[src/rtl/sm4_round_core.sv]
// Iterative SM4 round datapath: one round per clock, or two when SM4_CORE_UNROLL2_EN is defined.
// Round keys arrive pre-ordered, so the same engine encrypts or decrypts; rk_00 is always applied first.
module sm4_round_core (
  input  logic         clk,
  input  logic         rst,
  input  logic         key_exps_done,
  input  logic [31:0]  rk_00, rk_01, rk_02, rk_03, rk_04, rk_05, rk_06, rk_07,
  input  logic [31:0]  rk_08, rk_09, rk_10, rk_11, rk_12, rk_13, rk_14, rk_15,
  input  logic [31:0]  rk_16, rk_17, rk_18, rk_19, rk_20, rk_21, rk_22, rk_23,
  input  logic [31:0]  rk_24, rk_25, rk_26, rk_27, rk_28, rk_29, rk_30, rk_31,
  input  logic         data_valid,
  input  logic [127:0] data_in,
  output logic         data_ready,
  output logic         result_valid,
  input  logic         result_ready,
  output logic [127:0] data_out,
  output logic         busy
);

`ifdef SM4_CORE_UNROLL2_EN
  localparam int RPC = 2;
`else
  localparam int RPC = 1;
`endif
  localparam int RND_W = (RPC == 2) ? 4 : 5;
  localparam logic [RND_W-1:0] RND_LAST = '1;

  localparam logic [7:0] SBOX [256] = '{
    8'hd6, 8'h90, 8'he9, 8'hfe, 8'hcc, 8'he1, 8'h3d, 8'hb7, 8'h16, 8'hb6, 8'h14, 8'hc2, 8'h28, 8'hfb, 8'h2c, 8'h05,
    8'h2b, 8'h67, 8'h9a, 8'h76, 8'h2a, 8'hbe, 8'h04, 8'hc3, 8'haa, 8'h44, 8'h13, 8'h26, 8'h49, 8'h86, 8'h06, 8'h99,
    8'h9c, 8'h42, 8'h50, 8'hf4, 8'h91, 8'hef, 8'h98, 8'h7a, 8'h33, 8'h54, 8'h0b, 8'h43, 8'hed, 8'hcf, 8'hac, 8'h62,
    8'he4, 8'hb3, 8'h1c, 8'ha9, 8'hc9, 8'h08, 8'he8, 8'h95, 8'h80, 8'hdf, 8'h94, 8'hfa, 8'h75, 8'h8f, 8'h3f, 8'ha6,
    8'h47, 8'h07, 8'ha7, 8'hfc, 8'hf3, 8'h73, 8'h17, 8'hba, 8'h83, 8'h59, 8'h3c, 8'h19, 8'he6, 8'h85, 8'h4f, 8'ha8,
    8'h68, 8'h6b, 8'h81, 8'hb2, 8'h71, 8'h64, 8'hda, 8'h8b, 8'hf8, 8'heb, 8'h0f, 8'h4b, 8'h70, 8'h56, 8'h9d, 8'h35,
    8'h1e, 8'h24, 8'h0e, 8'h5e, 8'h63, 8'h58, 8'hd1, 8'ha2, 8'h25, 8'h22, 8'h7c, 8'h3b, 8'h01, 8'h21, 8'h78, 8'h87,
    8'hd4, 8'h00, 8'h46, 8'h57, 8'h9f, 8'hd3, 8'h27, 8'h52, 8'h4c, 8'h36, 8'h02, 8'he7, 8'ha0, 8'hc4, 8'hc8, 8'h9e,
    8'hea, 8'hbf, 8'h8a, 8'hd2, 8'h40, 8'hc7, 8'h38, 8'hb5, 8'ha3, 8'hf7, 8'hf2, 8'hce, 8'hf9, 8'h61, 8'h15, 8'ha1,
    8'he0, 8'hae, 8'h5d, 8'ha4, 8'h9b, 8'h34, 8'h1a, 8'h55, 8'had, 8'h93, 8'h32, 8'h30, 8'hf5, 8'h8c, 8'hb1, 8'he3,
    8'h1d, 8'hf6, 8'he2, 8'h2e, 8'h82, 8'h66, 8'hca, 8'h60, 8'hc0, 8'h29, 8'h23, 8'hab, 8'h0d, 8'h53, 8'h4e, 8'h6f,
    8'hd5, 8'hdb, 8'h37, 8'h45, 8'hde, 8'hfd, 8'h8e, 8'h2f, 8'h03, 8'hff, 8'h6a, 8'h72, 8'h6d, 8'h6c, 8'h5b, 8'h51,
    8'h8d, 8'h1b, 8'haf, 8'h92, 8'hbb, 8'hdd, 8'hbc, 8'h7f, 8'h11, 8'hd9, 8'h5c, 8'h41, 8'h1f, 8'h10, 8'h5a, 8'hd8,
    8'h0a, 8'hc1, 8'h31, 8'h88, 8'ha5, 8'hcd, 8'h7b, 8'hbd, 8'h2d, 8'h74, 8'hd0, 8'h12, 8'hb8, 8'he5, 8'hb4, 8'hb0,
    8'h89, 8'h69, 8'h97, 8'h4a, 8'h0c, 8'h96, 8'h77, 8'h7e, 8'h65, 8'hb9, 8'hf1, 8'h09, 8'hc5, 8'h6e, 8'hc6, 8'h84,
    8'h18, 8'hf0, 8'h7d, 8'hec, 8'h3a, 8'hdc, 8'h4d, 8'h20, 8'h79, 8'hee, 8'h5f, 8'h3e, 8'hd7, 8'hcb, 8'h39, 8'h48
  };

  typedef enum logic [1:0] {IDLE, ROUND, DONE} state_t;

  state_t             state_reg;
  logic [RND_W-1:0]   rnd_reg;
  logic [127:0]       win_reg;       // X(i)..X(i+3), X(i) in the top word
  logic [31:0][31:0]  rk_arr;
  logic [RPC:0][127:0] win;

  function automatic logic [31:0] sm4_l(input logic [31:0] b);
    return b ^ {b[29:0], b[31:30]} ^ {b[21:0], b[31:22]}
             ^ {b[13:0], b[31:14]} ^ {b[7:0], b[31:8]};
  endfunction

  assign rk_arr = {rk_31, rk_30, rk_29, rk_28, rk_27, rk_26, rk_25, rk_24,
                   rk_23, rk_22, rk_21, rk_20, rk_19, rk_18, rk_17, rk_16,
                   rk_15, rk_14, rk_13, rk_12, rk_11, rk_10, rk_09, rk_08,
                   rk_07, rk_06, rk_05, rk_04, rk_03, rk_02, rk_01, rk_00};

  assign win[0] = win_reg;

  generate
    for (genvar gi = 0; gi < RPC; gi++) begin : g_round
      logic [4:0]  key_idx;
      logic [31:0] t_in;
      logic [31:0] sb_out;
      logic [31:0] x_new;

      assign key_idx = 5'(RPC * 32'(rnd_reg) + gi);
      assign t_in    = win[gi][95:64] ^ win[gi][63:32] ^ win[gi][31:0] ^ rk_arr[key_idx];

      for (genvar gj = 0; gj < 4; gj++) begin : g_sbox
        assign sb_out[8*gj +: 8] = SBOX[t_in[8*gj +: 8]];
      end

      assign x_new      = win[gi][127:96] ^ sm4_l(sb_out);
      assign win[gi+1]  = {win[gi][95:0], x_new};
    end
  endgenerate

  assign data_ready = (state_reg == IDLE) && key_exps_done;

  always_ff @(posedge clk or posedge rst) begin
    if (rst) begin
      state_reg    <= IDLE;
      rnd_reg      <= '0;
      win_reg      <= '0;
      data_out     <= '0;
      result_valid <= 1'b0;
      busy         <= 1'b0;
    end else begin
      case (state_reg)
        IDLE: begin
          if (data_valid && data_ready) begin
            win_reg   <= data_in;
            rnd_reg   <= '0;
            busy      <= 1'b1;
            state_reg <= ROUND;
          end
        end
        ROUND: begin
          // Keys may be mid-update once done drops; the partial block is abandoned.
          if (!key_exps_done) begin
            rnd_reg   <= '0;
            busy      <= 1'b0;
            state_reg <= IDLE;
          end else begin
            win_reg <= win[RPC];
            rnd_reg <= rnd_reg + 1'b1;
            if (rnd_reg == RND_LAST) begin
              data_out     <= {win[RPC][31:0], win[RPC][63:32], win[RPC][95:64], win[RPC][127:96]};
              result_valid <= 1'b1;
              state_reg    <= DONE;
            end
          end
        end
        DONE: begin
          if (result_ready) begin
            result_valid <= 1'b0;
            busy         <= 1'b0;
            state_reg    <= IDLE;
          end
        end
        default: state_reg <= IDLE;
      endcase
    end
  end

endmodule

[config.mk]
export PLATFORM = sky130hd
export DESIGN_NAME = sm4_round_core
export DESIGN_NICKNAME = d
export VERILOG_FILES = /design/src/rtl/sm4_round_core.sv
export SDC_FILE = /design/constraint.sdc
export NUM_CORES = 2
export LEC_CHECK = 0
export ABC_AREA = 1
export BUFFER_PORTS_ARGS = -buffer_cell sky130_fd_sc_hd__buf_4
export CAP_MARGIN = 5
export CORE_AREA = 4 4 502 504
export DETAILED_ROUTE_END_ITERATION = 6
export DIE_AREA = 0 0 506 508
export HOLD_SLACK_MARGIN = 0.03
export PLACE_DENSITY = 0.31
export SETUP_SLACK_MARGIN = 0.15
export SLEW_MARGIN = 10
export SYNTH_ARGS = -nofsm -noshare
export SYNTH_HDL_FRONTEND = slang
export SYNTH_SLANG_ARGS = --single-unit
[constraint.sdc]
create_clock -name clk -period 8.95 [get_ports clk]
set_input_delay 0.4475 -clock clk [delete_from_list [all_inputs] [get_ports clk]]
set_output_delay 0.4475 -clock clk [all_outputs]
set_load 0.1 [all_outputs]
---- After elaboration in Yosys (flattened, before gate mapping) ----
Memories as Yosys holds them, arrays and structs flattened.
Cells that the tools add are included.
word-level totals
  bits in read-only memories .............. 8192
  input bits .............................. 1157
  register bits ........................... 265
  output and inout bits ................... 131
  memories ................................ 4
memories
  memory           words  width  read ports  clocked after Yosys merged registers in  wr ports  line  source
  (no name shown)  256    8      1           0                                        0         78    assign sb_out[8*gj +: 8] = SBOX[t_in[8*gj +: 8]];
  (no name shown)  256    8      1           0                                        0         78
  (no name shown)  256    8      1           0                                        0         78
  (no name shown)  256    8      1           0                                        0         78
operators by class
  order comparisons ....................... 5
  mux-type cells .......................... 28
  bitwise gates (word level) .............. 12
  eq/ne operators ......................... 9
  reductions and logical operators ........ 12
  add/sub/neg operators ................... 1
operators by type and width
  cell                   number
  $mux W128              2
  $pmux W128 S2          1
  $xor A32 B32 Y32       8
  $bmux W32 S5           1
  $mux W8                8
  $ge A9 B9 Y1 const B   4
  $not A8 Y9             4
  $mux W32               1
  $mux W5                2
  $pmux W5 S2            1
  $reduce_and A3 Y1      3
  $mux W2                4
  $ne A2 B2 Y1 const B   4
  $reduce_and A4 Y1      2
  $lt A5 B6 Y1 const B   1
  $pmux W2 S3            1
  $add A5 B1 Y5 const B  1
  $eq A5 B5 Y1 const B   1
  $mux W1                5
  $reduce_bool A2 Y1     2
  $ne A3 B3 Y1 const B   1
  $pmux W1 S3            1
  $reduce_bool A3 Y1     1
  $eq A2 B1 Y1 const B   1
  6 further kinds        7

---- Longest topological paths before layout ----
  word-level depth ........................ 14
  depth in mapped cells ................... 37

---- Worst setup path before layout ----
Ideal clock, no wire load.
  path type ............................... register to register
  start ................................... reg rnd_reg[0]
  end ..................................... reg win_reg[27]
  setup time .............................. 0.116 ns
  stages on the path, launching flop included .. 36
  arrival time ............................ 3.341 ns
  setup slack ............................. 5.492 ns
  cells stage by stage .................... dfrtp_1 -> buf_6 -> inv_4 -> buf_6 -> buf_6 -> nand2_1 -> nand2_1 -> nand2_1 -> a21oi_1 -> nor2_1 -> nand2_1 -> nand2_1 -> nand2_1 -> nand2_2 -> buf_4 -> ha_1 -> inv_1 -> nand3_1 -> nand2_1 -> inv_1 -> a21oi_1 -> nand2_1 -> nand3_1 -> nand3_1 -> nand3_1 -> nand2_2 -> nand2_1 -> nand2_1 -> nand2_1 -> nand2_1 -> inv_1 -> nand2_1 -> nand2_1 -> nand2_1 -> nand2_1 -> nand2_1
on the way
  longest elaborated chain between the ends .. 14
  elaborated cells on any way between the ends .. 26
  classes of those cells .................. mux (12); bitwise (10); memory (4)
ends and longest elaborated chain
  what                                         line  source
  from (decl)                                  50    logic [RND_W-1:0] rnd_reg;
  from (signal assigned)                       114   rnd_reg <= rnd_reg + 1'b1;
  $bmux W32 S5 *                               75    assign t_in = win[gi][95:64] ^ win[gi][63:32] ^ win[gi][31:0] ^ rk_arr[key_idx];
  $mux W32 (not written as such) *             75
  $xor A32 B32 Y32 *                           75
  $not A8 Y9 (not written as such)             78
  $mem_v2 Z256 W8                              -
  $mux W8 (not written as such) (2 in series)  78
  $xor A32 B32 Y32 (2 in series)               56    return b ^ {b[29:0], b[31:30]} ^ {b[21:0], b[31:22]}
  $xor A32 B32 Y32                             57    ^ {b[13:0], b[31:14]} ^ {b[7:0], b[31:8]};
  $xor A32 B32 Y32 *                           57
  $xor A32 B32 Y32 *                           81    assign x_new = win[gi][127:96] ^ sm4_l(sb_out);
  $mux W128 *                                  108   if (!key_exps_done) begin
  $pmux W128 S2 *                              97    case (state_reg)
  to (signal assigned)                         100   win_reg <= data_in;
  to (signal assigned)                         113   win_reg <= win[RPC];
  to (decl)                                    51    logic [127:0] win_reg;
Every way passes the cells marked *; elsewhere a longest branch is shown, timed or not. The select of a mux whose other input is x is not followed.
A chain may end at the register's enable or synchronous reset.

---- Final worst setup path ----
  start ................................... reg rnd_reg[1]
  end ..................................... reg win_reg[29]
Same word-level chain as after synthesis.

==> flow_metrics.env <==
export IMPL_ys_warn_count=0
export IMPL_status="complete, but fails checks"
export IMPL_boundaryPins=1288
export IMPL_n_fill_cell=29400
export IMPL_syn_nets=8314
export IMPL_cap_violations=0
export IMPL_period_minus_slack_ns=7.28
export IMPL_final_setup_tns_ns=0
export IMPL_cts_max_path_buffers=3
export IMPL_clkSlewWorstSetupHoldPaths_ns=0.07
export IMPL_hold_buffers=0
export IMPL_syn_area_um2=37700
export IMPL_drive_above_1_share_pct=19.9
export IMPL_gp_congestion=0.990
export IMPL_clock_sinks=265
export IMPL_finalSetupViolCount=0
export IMPL_area_growth_pct=35.7
export IMPL_seq_area_frac_synth_pct=17.6
export IMPL_die_w_um=506
export IMPL_synth_adder_area_share_pct=0.763
export IMPL_firstDrtPassIters=7
export IMPL_die_area_um2=257000
export IMPL_antenna_found_initial=71
export IMPL_final_nets=9267
export IMPL_row_count=183
export IMPL_synth_top_family_by_area="simple AND/OR/NAND/NOR gates"
export IMPL_fmax_mhz=137
export IMPL_fin_util_pct=20.7
export IMPL_vias_per_cell=4.76
export IMPL_crit_required_ns=9.42
export IMPL_dr_first_iter_drc_count=5445
export IMPL_syn_avg_cell_area_um2=5.29
export IMPL_vias=54700
export IMPL_synthXorXnorAreaFrac_pct=2.03
export IMPL_hold_viol=0
export IMPL_synth_cell_types=43
export IMPL_violations="design-rule violations"
export IMPL_wl_per_cell_um=30.8
export IMPL_core_area_um2=248000
export IMPL_ant_nets=0
export IMPL_synth_mux_area_share_pct=0
export IMPL_multi_input_area_um2=26800
export IMPL_cts_buffers=36
export IMPL_initial_utilization_pct=15.2
export IMPL_register_area_um2=6640
export IMPL_async_flop_share_pct=100
export IMPL_worstMarginPinSlew_ns=1.33
export IMPL_port_buffer_count=1287
export IMPL_arrival_ns=7.75
export IMPL_maxSlewViolCount=0
export IMPL_htreeDepth=2
export IMPL_rsz0062_at_grt="false"
export IMPL_fin_hold_ws_ns=0.0476
export IMPL_cts_tree="yes"
export IMPL_track_usage_pct=26.2
export IMPL_dp_hpwl_um=291000
export IMPL_overflow=0
export IMPL_post_cts_repair_setup_buffers=0
export IMPL_synth_compound_area_share_pct=14.0
export IMPL_cts_resized_gates=0
export IMPL_fin_crit_sh_pct=81.3
export IMPL_synth_ff_type="dfrtp_1"
export IMPL_clk_latency_ns=0.61
export IMPL_crit_type="flop to flop"
export IMPL_synth_simple_gate_area_share_pct=54.1
export IMPL_slew_headroom_pct=10.7
export IMPL_cts_root_buf="clkbuf_16"
export IMPL_grt_max_degree=143
export IMPL_grt_pass1_wl_um=473000
export IMPL_crit_path_end_kind="flop"
export IMPL_critPathLaunchType="flop"
export IMPL_critPathMaxFanout=96
export IMPL_synth_seq_cells=265
export IMPL_fin_worst_skew_ns=0.0426
export IMPL_drt_wl_total_um=354000
export IMPL_route_detailed_drc=1
export IMPL_dieHeight_um=508
export IMPL_first_global_vias=53400
export IMPL_netlist_instances=7134
export IMPL_synth_edf_count=0
export IMPL_hold_path_class="input port to asynchronous set/reset pin"
==> worst max-delay path: stages, from the launching register on <==
cell and delay [ns]:
dfrtp_4 0.89, inv_8 0.38, buf_4 0.44, o21ai_0 0.14, o22ai_1 0.17, a21oi_1 0.70, nand3_1 0.63, nand2_1 0.22
nand2_1 0.08, nand2_2 0.67, inv_2 0.54, a21oi_1 0.40, nand2_1 0.15, nand3_1 0.15, nand3_1 0.13, nand2_1 0.25
nand2_1 0.16, nand2_1 0.12, nand2_1 0.07, nand2_1 0.06, nand2_1 0.05, nand2_1 0.10, nand2_1 0.06, nand2_1 0.21
nand2_1 0.08
==> worst paths after layout <==
kind	from	slack (ns)	end	cells past startpoint
worst max-delay path	rnd_reg[1]	1.67	win_reg[29]	24
worst min-delay path	rst	0.05	data_out[42]	2
worst max register to register	rnd_reg[1]	1.67	win_reg[29]	24
worst min register to register	data_out[36]	0.49	data_out[36]	2
max in group asynchronous	rst	6.84	rnd_reg[0]	4
min in group clk	data_in[60]	0.10	win_reg[60]	3
==> area by class of cell <==
| class | count | share of cell area (%) |
|---|---|---|
| Sequential cell | 265 | 13.0 |
| Clock inverter | 13 | 0.232 |
| Tap cell | 3330 | 8.14 |
| Multi-Input combinational cell | 5956 | 52.4 |
| Inverter | 437 | 3.28 |
| Clock buffer | 50 | 2.02 |
| Timing Repair Buffer | 1391 | 20.8 |
| Antenna cell | 33 | 0.161 |
==> cell families after synthesis <==
logic type	after synthesis
buf+inv	913
fa+ha+maj	23
xor+xnor	82
compound gates	945
flops	265
simple gates	4906
==> stage by stage <==
step	setup slack, ns	instances	cell area (µm²)
floorplan	1.21	7134	37700
global placement	1.59	11400	49900
detailed placement	1.65	11400	49900
CTS	1.61	11400	51100
global route	1.38	11500	51100
finish	1.67	11500	51200
==> cells in the mapped netlist, types with 2 or more instances <==
library cell	count	area share [%]
nor3_1	5	0.066
buf_4	103	2.1
nand3b_1	9	0.18
nand4_1	28	0.46
or2_1	2	0.033
o21bai_1	3	0.060
ha_1	23	0.76
a31oi_1	19	0.32
o221ai_1	25	0.58
o21ai_2	3	0.070
o21ai_1	102	1.4
nand2_4	4	0.12
inv_1	400	4.0
nand3_1	1225	16
buf_2	200	2.7
nand2_1	2843	28
a21oi_1	150	2.0
o21ai_0	454	6.0
o22ai_1	49	0.81
o211ai_1	137	2.7
nand3_2	12	0.32
nand2_2	79	1.3
dfrtp_1	265	18
nor2_2	7	0.12
buf_1	16	0.16
buf_6	36	1.1
xnor2_2	3	0.13
xnor2_1	23	0.53
nor2_1	687	6.8
inv_2	36	0.36
xor2_1	54	1.3
clkbuf_1	121	1.2
==> layout by cell type (no fill, tap or decap), types with 6 or more instances in the layout <==
| cell type | synthesis | final |
|---|---|---|
| a21oi_1 | 150 | 147 |
| a31oi_1 | 19 | 19 |
| buf_12 | 0 | 14 |
| buf_4 | 103 | 1377 |
| clkbuf_1 | 121 | 7 |
| clkbuf_16 | 0 | 37 |
| clkbuf_8 | 0 | 6 |
| clkinv_2 | 0 | 6 |
| dfrtp_1 | 265 | 261 |
| diode_2 | 0 | 33 |
| ha_1 | 23 | 22 |
| inv_1 | 400 | 395 |
| inv_2 | 36 | 36 |
| nand2_1 | 2843 | 2839 |
| nand2_2 | 79 | 81 |
| nand2_4 | 4 | 6 |
| nand3_1 | 1225 | 1225 |
| nand3_2 | 12 | 12 |
| nand3b_1 | 9 | 9 |
| nand4_1 | 28 | 28 |
| nor2_1 | 687 | 687 |
| nor2_2 | 7 | 6 |
| o211ai_1 | 137 | 137 |
| o21ai_0 | 454 | 453 |
| o21ai_1 | 102 | 103 |
| o221ai_1 | 25 | 25 |
| o22ai_1 | 49 | 48 |
| xnor2_1 | 23 | 23 |
| xor2_1 | 54 | 52 |
==> per-layer routing <==
| metal | vias up | routed length [µm] | GRT usage (%) |
|---|---|---|---|
| li1 | 25100 | - | - |
| met1 | 26700 | 154000 | 34.3 |
| met4 | 36 | 15300 | 10.0 |
| met5 | - | 242 | 0 |
| met3 | 348 | 22400 | 4.07 |
| met2 | 2437 | 162000 | 43.0 |
Power is left out: the tool's default activity adds up to more than one toggle a clock period on the data nets, which glitch-free logic cannot reach.
